**config.mk**
```make
export PLATFORM = sky130hd
export DESIGN_NAME = muldiv_unit
export DESIGN_NICKNAME = d
export VERILOG_FILES = /design/src/rtl/muldiv_pkg.sv /design/src/rtl/div_step.sv /design/src/rtl/muldiv_unit.sv
export SDC_FILE = /design/constraint.sdc
export NUM_CORES = 2
export LEC_CHECK = 0
export ABC_AREA = 1
export BUFFER_PORTS_ARGS = -buffer_cell sky130_fd_sc_hd__buf_2
export CAP_MARGIN = 20
export CORE_MARGIN = 2
export CORE_UTILIZATION = 55
export DETAILED_ROUTE_END_ITERATION = 8
export PLACE_DENSITY = 0.72
export SYNTH_ARGS = -nofsm -noshare
export SYNTH_HDL_FRONTEND = slang
export SYNTH_SLANG_ARGS = --single-unit
```
**constraint.sdc**
```tcl
create_clock -name clk -period 8.2 [get_ports clk]
set_input_delay 0.41 -clock clk [delete_from_list [all_inputs] [get_ports clk]]
set_output_delay 0.41 -clock clk [all_outputs]
set_load 0.02 [all_outputs]
```
**src/rtl/muldiv_pkg.sv**
```systemverilog
// Shared definitions for the execute-stage multiply/divide engine:
// FSM state encoding, default iteration counts, the divide-by-zero
// quotient constant and a small absolute-value helper.
package muldiv_pkg;

    typedef enum logic [1:0] {
        IDLE = 2'd0,
        MUL  = 2'd1,
        DIV  = 2'd2,
        DONE = 2'd3
    } state_t;

    localparam int DIV_ITERS_DEFAULT = 32;
    localparam int MUL_ITERS_DEFAULT = 32;

    // Quotient returned when the divisor is zero.
    localparam logic [31:0] DIV_BY_ZERO_LO = 32'hFFFF_FFFF;

    // Magnitude of a 32-bit operand; only negative values of signed operands are flipped.
    function automatic logic [31:0] abs32(input logic [31:0] v, input logic is_sign);
        return (is_sign && v[31]) ? (~v + 32'd1) : v;
    endfunction

endpackage

```
**src/rtl/div_step.sv**
```systemverilog
// One restoring radix-2 division step. The 64-bit partial remainder holds
// the running remainder in the upper half and the not-yet-consumed dividend
// bits (shifting out) / produced quotient bits (shifting in) in the lower half.
module div_step (
    input  logic [63:0] rem_i,
    input  logic [31:0] divisor_i,
    output logic [63:0] rem_o,
    output logic        q_bit_o
);

    logic [31:0] sub;

    // Shift left by one, try subtracting the divisor from the upper 33 bits, keep it if non-negative.
    always_comb begin
        // The shifted upper half is 33 bits wide; compare on all of them so
        // divisors with bit 31 set are handled.
        q_bit_o = (rem_i[63:31] >= {1'b0, divisor_i});
        // When the subtraction is kept the true difference is below the
        // divisor, so its low 32 bits are the whole result.
        sub     = rem_i[62:31] - divisor_i;
        if (q_bit_o) begin
            rem_o = {sub, rem_i[30:0], 1'b1};
        end else begin
            rem_o = {rem_i[62:0], 1'b0};
        end
    end

endmodule

```
**src/rtl/muldiv_unit.sv**
```systemverilog
// Execute-stage multi-cycle multiply/divide engine producing {hi,lo} for
// the hilo register. Division is restoring radix-2, one quotient bit per
// cycle. Multiply is a single registered 64-bit product by default; when
// MULDIV_ITER_MUL_EN is defined it becomes a MUL_ITERS-cycle shift-add
// multiplier with identical results.
module muldiv_unit
    import muldiv_pkg::*;
#(
    parameter int DIV_ITERS = DIV_ITERS_DEFAULT,
    parameter int MUL_ITERS = MUL_ITERS_DEFAULT
) (
    input  logic        clk,
    input  logic        rst,
    input  logic        startE,
    input  logic        mulOrdivE,
    input  logic        mdIsSignE,
    input  logic [31:0] srcaE,
    input  logic [31:0] srcbE,
    input  logic        flushE,
    output logic        md_stallE,
    output logic        md_doneE,
    output logic [31:0] md_hiE,
    output logic [31:0] md_loE
);

    localparam int ITER_MAX = (DIV_ITERS > MUL_ITERS) ? DIV_ITERS : MUL_ITERS;
    localparam int CNT_W    = $clog2(ITER_MAX) + 1;
    localparam logic [CNT_W-1:0] DIV_LAST = CNT_W'(DIV_ITERS - 1);
`ifdef MULDIV_ITER_MUL_EN
    localparam logic [CNT_W-1:0] MUL_LAST = CNT_W'(MUL_ITERS - 1);
`endif

    state_t             state_q, state_d;
    logic [CNT_W-1:0]   cnt_q, cnt_d;
    logic [63:0]        rem_q, rem_d;      // partial remainder, or multiplier/product
    logic [31:0]        dvsr_q, dvsr_d;    // divisor magnitude, or multiplicand magnitude
    logic [31:0]        raw_a_q, raw_a_d;  // unmodified dividend for divide-by-zero
    logic               negq_q, negq_d;
    logic               negr_q, negr_d;
    logic               div0_q, div0_d;
    logic [31:0]        hi_q, hi_d;
    logic [31:0]        lo_q, lo_d;

    logic [63:0]        step_rem;
    logic               step_q;

    logic [31:0]        a_abs, b_abs;
    logic [31:0]        q_raw, r_raw;
    logic [63:0]        fin;

    div_step u_div_step (
        .rem_i     (rem_q),
        .divisor_i (dvsr_q),
        .rem_o     (step_rem),
        .q_bit_o   (step_q)
    );

`ifdef MULDIV_ITER_MUL_EN
    logic [32:0] mul_sum;
    logic [63:0] mul_next;

    // Shift-add step: add the multiplicand into the upper half when the current multiplier bit is set, then shift right.
    always_comb begin
        mul_sum  = {1'b0, rem_q[63:32]} + (rem_q[0] ? {1'b0, dvsr_q} : 33'd0);
        mul_next = {mul_sum, rem_q[31:1]};
    end
`else
    logic [63:0] prod;

    // Full 64-bit product of the operand magnitudes, sign applied on the way into DONE.
    assign prod = {32'd0, dvsr_q} * {32'd0, rem_q[31:0]};
`endif

    // Next-state, datapath updates and result capture with the sign fix-up.
    always_comb begin
        state_d = state_q;
        cnt_d   = cnt_q;
        rem_d   = rem_q;
        dvsr_d  = dvsr_q;
        raw_a_d = raw_a_q;
        negq_d  = negq_q;
        negr_d  = negr_q;
        div0_d  = div0_q;
        hi_d    = hi_q;
        lo_d    = lo_q;
        fin     = 64'd0;
        a_abs   = abs32(srcaE, mdIsSignE);
        b_abs   = abs32(srcbE, mdIsSignE);
        q_raw   = {step_rem[31:1], step_q};
        r_raw   = step_rem[63:32];

        unique case (state_q)
            IDLE: begin
                if (startE && !flushE) begin
                    cnt_d   = '0;
                    negq_d  = mdIsSignE & (srcaE[31] ^ srcbE[31]);
                    negr_d  = mdIsSignE & srcaE[31];
                    div0_d  = (srcbE == 32'd0);
                    raw_a_d = srcaE;
                    if (mulOrdivE) begin
                        rem_d   = {32'd0, a_abs};
                        dvsr_d  = b_abs;
                        state_d = DIV;
                    end else begin
                        rem_d   = {32'd0, b_abs};
                        dvsr_d  = a_abs;
                        state_d = MUL;
                    end
                end
            end
            MUL: begin
                if (flushE) begin
                    state_d = IDLE;
                end else begin
`ifdef MULDIV_ITER_MUL_EN
                    rem_d = mul_next;
                    cnt_d = cnt_q + 1'b1;
                    if (cnt_q == MUL_LAST) begin
                        fin     = negq_q ? (~mul_next + 64'd1) : mul_next;
                        hi_d    = fin[63:32];
                        lo_d    = fin[31:0];
                        state_d = DONE;
                    end
`else
                    fin     = negq_q ? (~prod + 64'd1) : prod;
                    hi_d    = fin[63:32];
                    lo_d    = fin[31:0];
                    state_d = DONE;
`endif
                end
            end
            DIV: begin
                if (flushE) begin
                    state_d = IDLE;
                end else begin
                    rem_d = step_rem;
                    cnt_d = cnt_q + 1'b1;
                    if (cnt_q == DIV_LAST) begin
                        // A zero divisor still runs every step; its result is replaced here.
                        if (div0_q) begin
                            lo_d = DIV_BY_ZERO_LO;
                            hi_d = raw_a_q;
                        end else begin
                            lo_d = negq_q ? (~q_raw + 32'd1) : q_raw;
                            hi_d = negr_q ? (~r_raw + 32'd1) : r_raw;
                        end
                        state_d = DONE;
                    end
                end
            end
            DONE: begin
                // The finishing instruction is still in E, so startE is not a new request here.
                state_d = IDLE;
            end
            default: begin
                state_d = IDLE;
            end
        endcase
    end

    // State and datapath registers, all cleared by the asynchronous reset.
    always_ff @(posedge clk or posedge rst) begin
        if (rst) begin
            state_q <= IDLE;
            cnt_q   <= '0;
            rem_q   <= 64'd0;
            dvsr_q  <= 32'd0;
            raw_a_q <= 32'd0;
            negq_q  <= 1'b0;
            negr_q  <= 1'b0;
            div0_q  <= 1'b0;
            hi_q    <= 32'd0;
            lo_q    <= 32'd0;
        end else begin
            state_q <= state_d;
            cnt_q   <= cnt_d;
            rem_q   <= rem_d;
            dvsr_q  <= dvsr_d;
            raw_a_q <= raw_a_d;
            negq_q  <= negq_d;
            negr_q  <= negr_d;
            div0_q  <= div0_d;
            hi_q    <= hi_d;
            lo_q    <= lo_d;
        end
    end

    // Stall covers the start cycle and the busy states; a flush silences both stall and done.
    always_comb begin
        md_stallE = !flushE && ((state_q == IDLE && startE) || state_q == MUL || state_q == DIV);
        md_doneE  = !flushE && (state_q == DONE);
        md_hiE    = hi_q;
        md_loE    = lo_q;
    end

endmodule

```
==> flow_metrics.env <==
export IMPL_path_delay_family="adder cells"
export IMPL_grt_pass1_wl_um=313000
export IMPL_final_common_cell="nand2_1"
export IMPL_drv_cap=0
export IMPL_fin_tns_setup_ns=0
export IMPL_crit_buf_inv=11
export IMPL_antenna_found_initial=5
export IMPL_worstPathArrival_ns=8.45
export IMPL_ys_types=58
export IMPL_grt_pass1_vias=52200
export IMPL_regArea_um2=5100
export IMPL_cts_tree="built"
export IMPL_h_tree_depth=1
export IMPL_core_um2=98400
export IMPL_clk_latency_ns=0.59
export IMPL_rsz0062_at_grt="true"
export IMPL_hpwl_um=172000
export IMPL_ys_ff_latch=203
export IMPL_outcome="complete, no violations"
export IMPL_floorplan_io_pins=136
export IMPL_dieArea_um2=102000
export IMPL_fin_nets=9635
export IMPL_drc_errors=0
export IMPL_viasPerCell=5.45
export IMPL_tightest_slew_ns=1.14
export IMPL_synth_top_area_cell="fa_1"
export IMPL_grt_overflow_total=0
export IMPL_ys_seq_area_share_pct=9.29
export IMPL_wirelength_um=205000
export IMPL_io_buffer_count=135
export IMPL_relSlewSlack_pct=23.4
export IMPL_highest_layer="met5"
export IMPL_via_count=52700
export IMPL_root_buffer="clkbuf_16"
export IMPL_ys_warn_count=0
export IMPL_slew_viol_final=0
export IMPL_syn_mean_instance_area_um2=6.81
export IMPL_cp_start_kind="register"
export IMPL_synth_main_ff_cell="dfrtp_1"
export IMPL_setup_viol=0
export IMPL_fillers=9118
export IMPL_syn_inst=8024
export IMPL_wl_met1_um=84200
export IMPL_place_gp_congestion=1.03
export IMPL_period_needed_ns=7.96
export IMPL_multi_input_area_um2=40900
export IMPL_crit_type="register to register"
export IMPL_routedWlPerCell_um=21.2
export IMPL_grt_usage_pct=40.5
export IMPL_final_cell_mix="nand2_1, inv_1, fa_1"
export IMPL_syn2layout_area_growth_pct=13.9
export IMPL_clockBufferDepth=3
export IMPL_synth_edff_count=0
export IMPL_grt_max_degree=85
export IMPL_ant_nets=0
export IMPL_initial_core_util_pct=55.6
export IMPL_slowest_stage="fa_1"
export IMPL_period_share_pct=97.1
export IMPL_finClkSkew_ns=0.0325
export IMPL_hold_class="primary input to register"
export IMPL_end_kind="register"
export IMPL_drtIter0Drc=5569
export IMPL_drive_above_1_share_pct=12.9
export IMPL_clock_sinks=203
export IMPL_yosys_top_cells_area="fa_1, nand2_1, inv_1, dfrtp_1, ha_1"
export IMPL_max_freq_ghz=0.126
export IMPL_worstPathRequired_ns=8.69
export IMPL_async_flop_share_pct=100
export IMPL_die_w_um=319
export IMPL_syn_num_nets=9297
export IMPL_netlist_area_leader_share_pct=32.8
export IMPL_drt_pass1_iterations=8
export IMPL_numCtsBuffers=26
export IMPL_wl_met3_um=22500
export IMPL_clk_pin_slew_ns=0.06
export IMPL_rows=115
export IMPL_die_h_um=319
export IMPL_max_stage_delay_ns=0.55
export IMPL_dr_wl_met2_um=88100
export IMPL_path_max_fanout=11
export IMPL_hold_viol=0
export IMPL_syn_cell_area_um2=54700
-- cell type report --
| class | instances | share of cell area (%) |
|---|---|---|
| Antenna cell | 2 | 0.00804 |
| Clock buffer | 29 | 1.13 |
| Clock inverter | 19 | 0.428 |
| Inverter | 2131 | 12.9 |
| Multi-Input combinational cell | 5323 | 65.7 |
| Sequential cell | 203 | 8.19 |
| Tap cell | 1287 | 2.59 |
| Timing Repair Buffer | 677 | 9.10 |
-- through the flow --
step / instances / worst slack (ns) / area, µm² / hold WS, ns / util (%)
final: 9671 / 0.240 / 62300 / 0.118 / 63.3
after global routing: 9669 / -0.0834 / 62300 / 0.133 / 63.3
after CTS: 9639 / 0.0124 / 61200 / 0.110 / 62.2
after detailed placement: 9590 / -0.0654 / 60200 / 0.464 / 61.2
after global placement: 9590 / 0.0179 / 60200 / 0.457 / 61.2
after floorplan: 8024 / 0.945 / 54700 / 0.442 / -
-- cell usage after synthesis, types with 6 or more instances --
cell      number
nand2_1     2424
inv_1       2108
fa_1         897
nor2_1       407
nand3_1      319
clkbuf_1     312
ha_1         306
o21ai_0      214
dfrtp_1      203
a21oi_1      169
nand4_1       87
xor2_1        78
nand2_2       58
o22ai_1       53
a31oi_1       40
nor3_1        40
buf_1         38
nor2_2        33
o211ai_1      31
nand3b_1      27
xnor2_1       22
inv_2         19
nand3_2       14
nor2_4        12
buf_2         11
or2_2         10
a41oi_1        9
nor4_1         9
o21ai_1        9
o21bai_1       6
o31ai_1        6
-- what timing repair did --
action	CTS	global route
endpoints found under the hold margin	72	0
pin swaps	0	47
hold buffers	1	0
gates resized for setup	2	231
gates cloned	0	3
buffers inserted	0	26
setup endpoints to repair	7	39
-- sequential cells by signal (all words and copies together), names as in the netlist --
register	count
cnt_q	6
dvsr_q	32
md_hiE	32
state_q	2
rem_q	64
negr_q	1
md_loE	32
div0_q	1
negq_q	1
raw_a_q	32
-- worst reg2reg max path, delay by kind of cell, from the launching register on --
kind	cells	cell delay, ns
adders and majority gates	9	4.25
DFF	1	0.44
and+or+nand+nor	15	1.65
AOI/OAI and AO/OA	2	0.42
buffers and inverters	11	1.11
-- final timing paths --
kind                              from           to  depth (start not counted)  slack [ns]
min reg2reg                raw_a_q[22]  raw_a_q[22]                          2        0.48
max                         dvsr_q[13]   md_hiE[16]                         37        0.24
min in group asynchronous          rst       div0_q                          3        0.45
max reg2reg                 dvsr_q[13]   md_hiE[16]                         37        0.24
max in group asynchronous          rst   md_hiE[27]                          4        6.30
min                           srcaE[8]   raw_a_q[8]                          3        0.12
-- routing by layer --
metal  track usage (%)  vias to the layer above
met3              8.08                      446
met1              56.7                    25500
met4              16.6                        8
met2              61.5                     2676
met5                 0                        -
li1                  -                    24000
-- cell families (layout without fill, tap and decap cells) --
group	count (synthesis)	after routing	synth area share (%)
AOI/OAI and AO/OA	564	564	5.81
xor gates and xnor gates	100	100	1.60
adders and majority gates	1203	1203	39.8
buffers and inverters	2498	2856	17.3
DFF	203	203	9.29
other	0	2	0
and+or+nand+nor	3456	3456	26.2
Power is left out: the tool's default activity adds up to more than one toggle a clock period on the data nets, which glitch-free logic cannot reach.
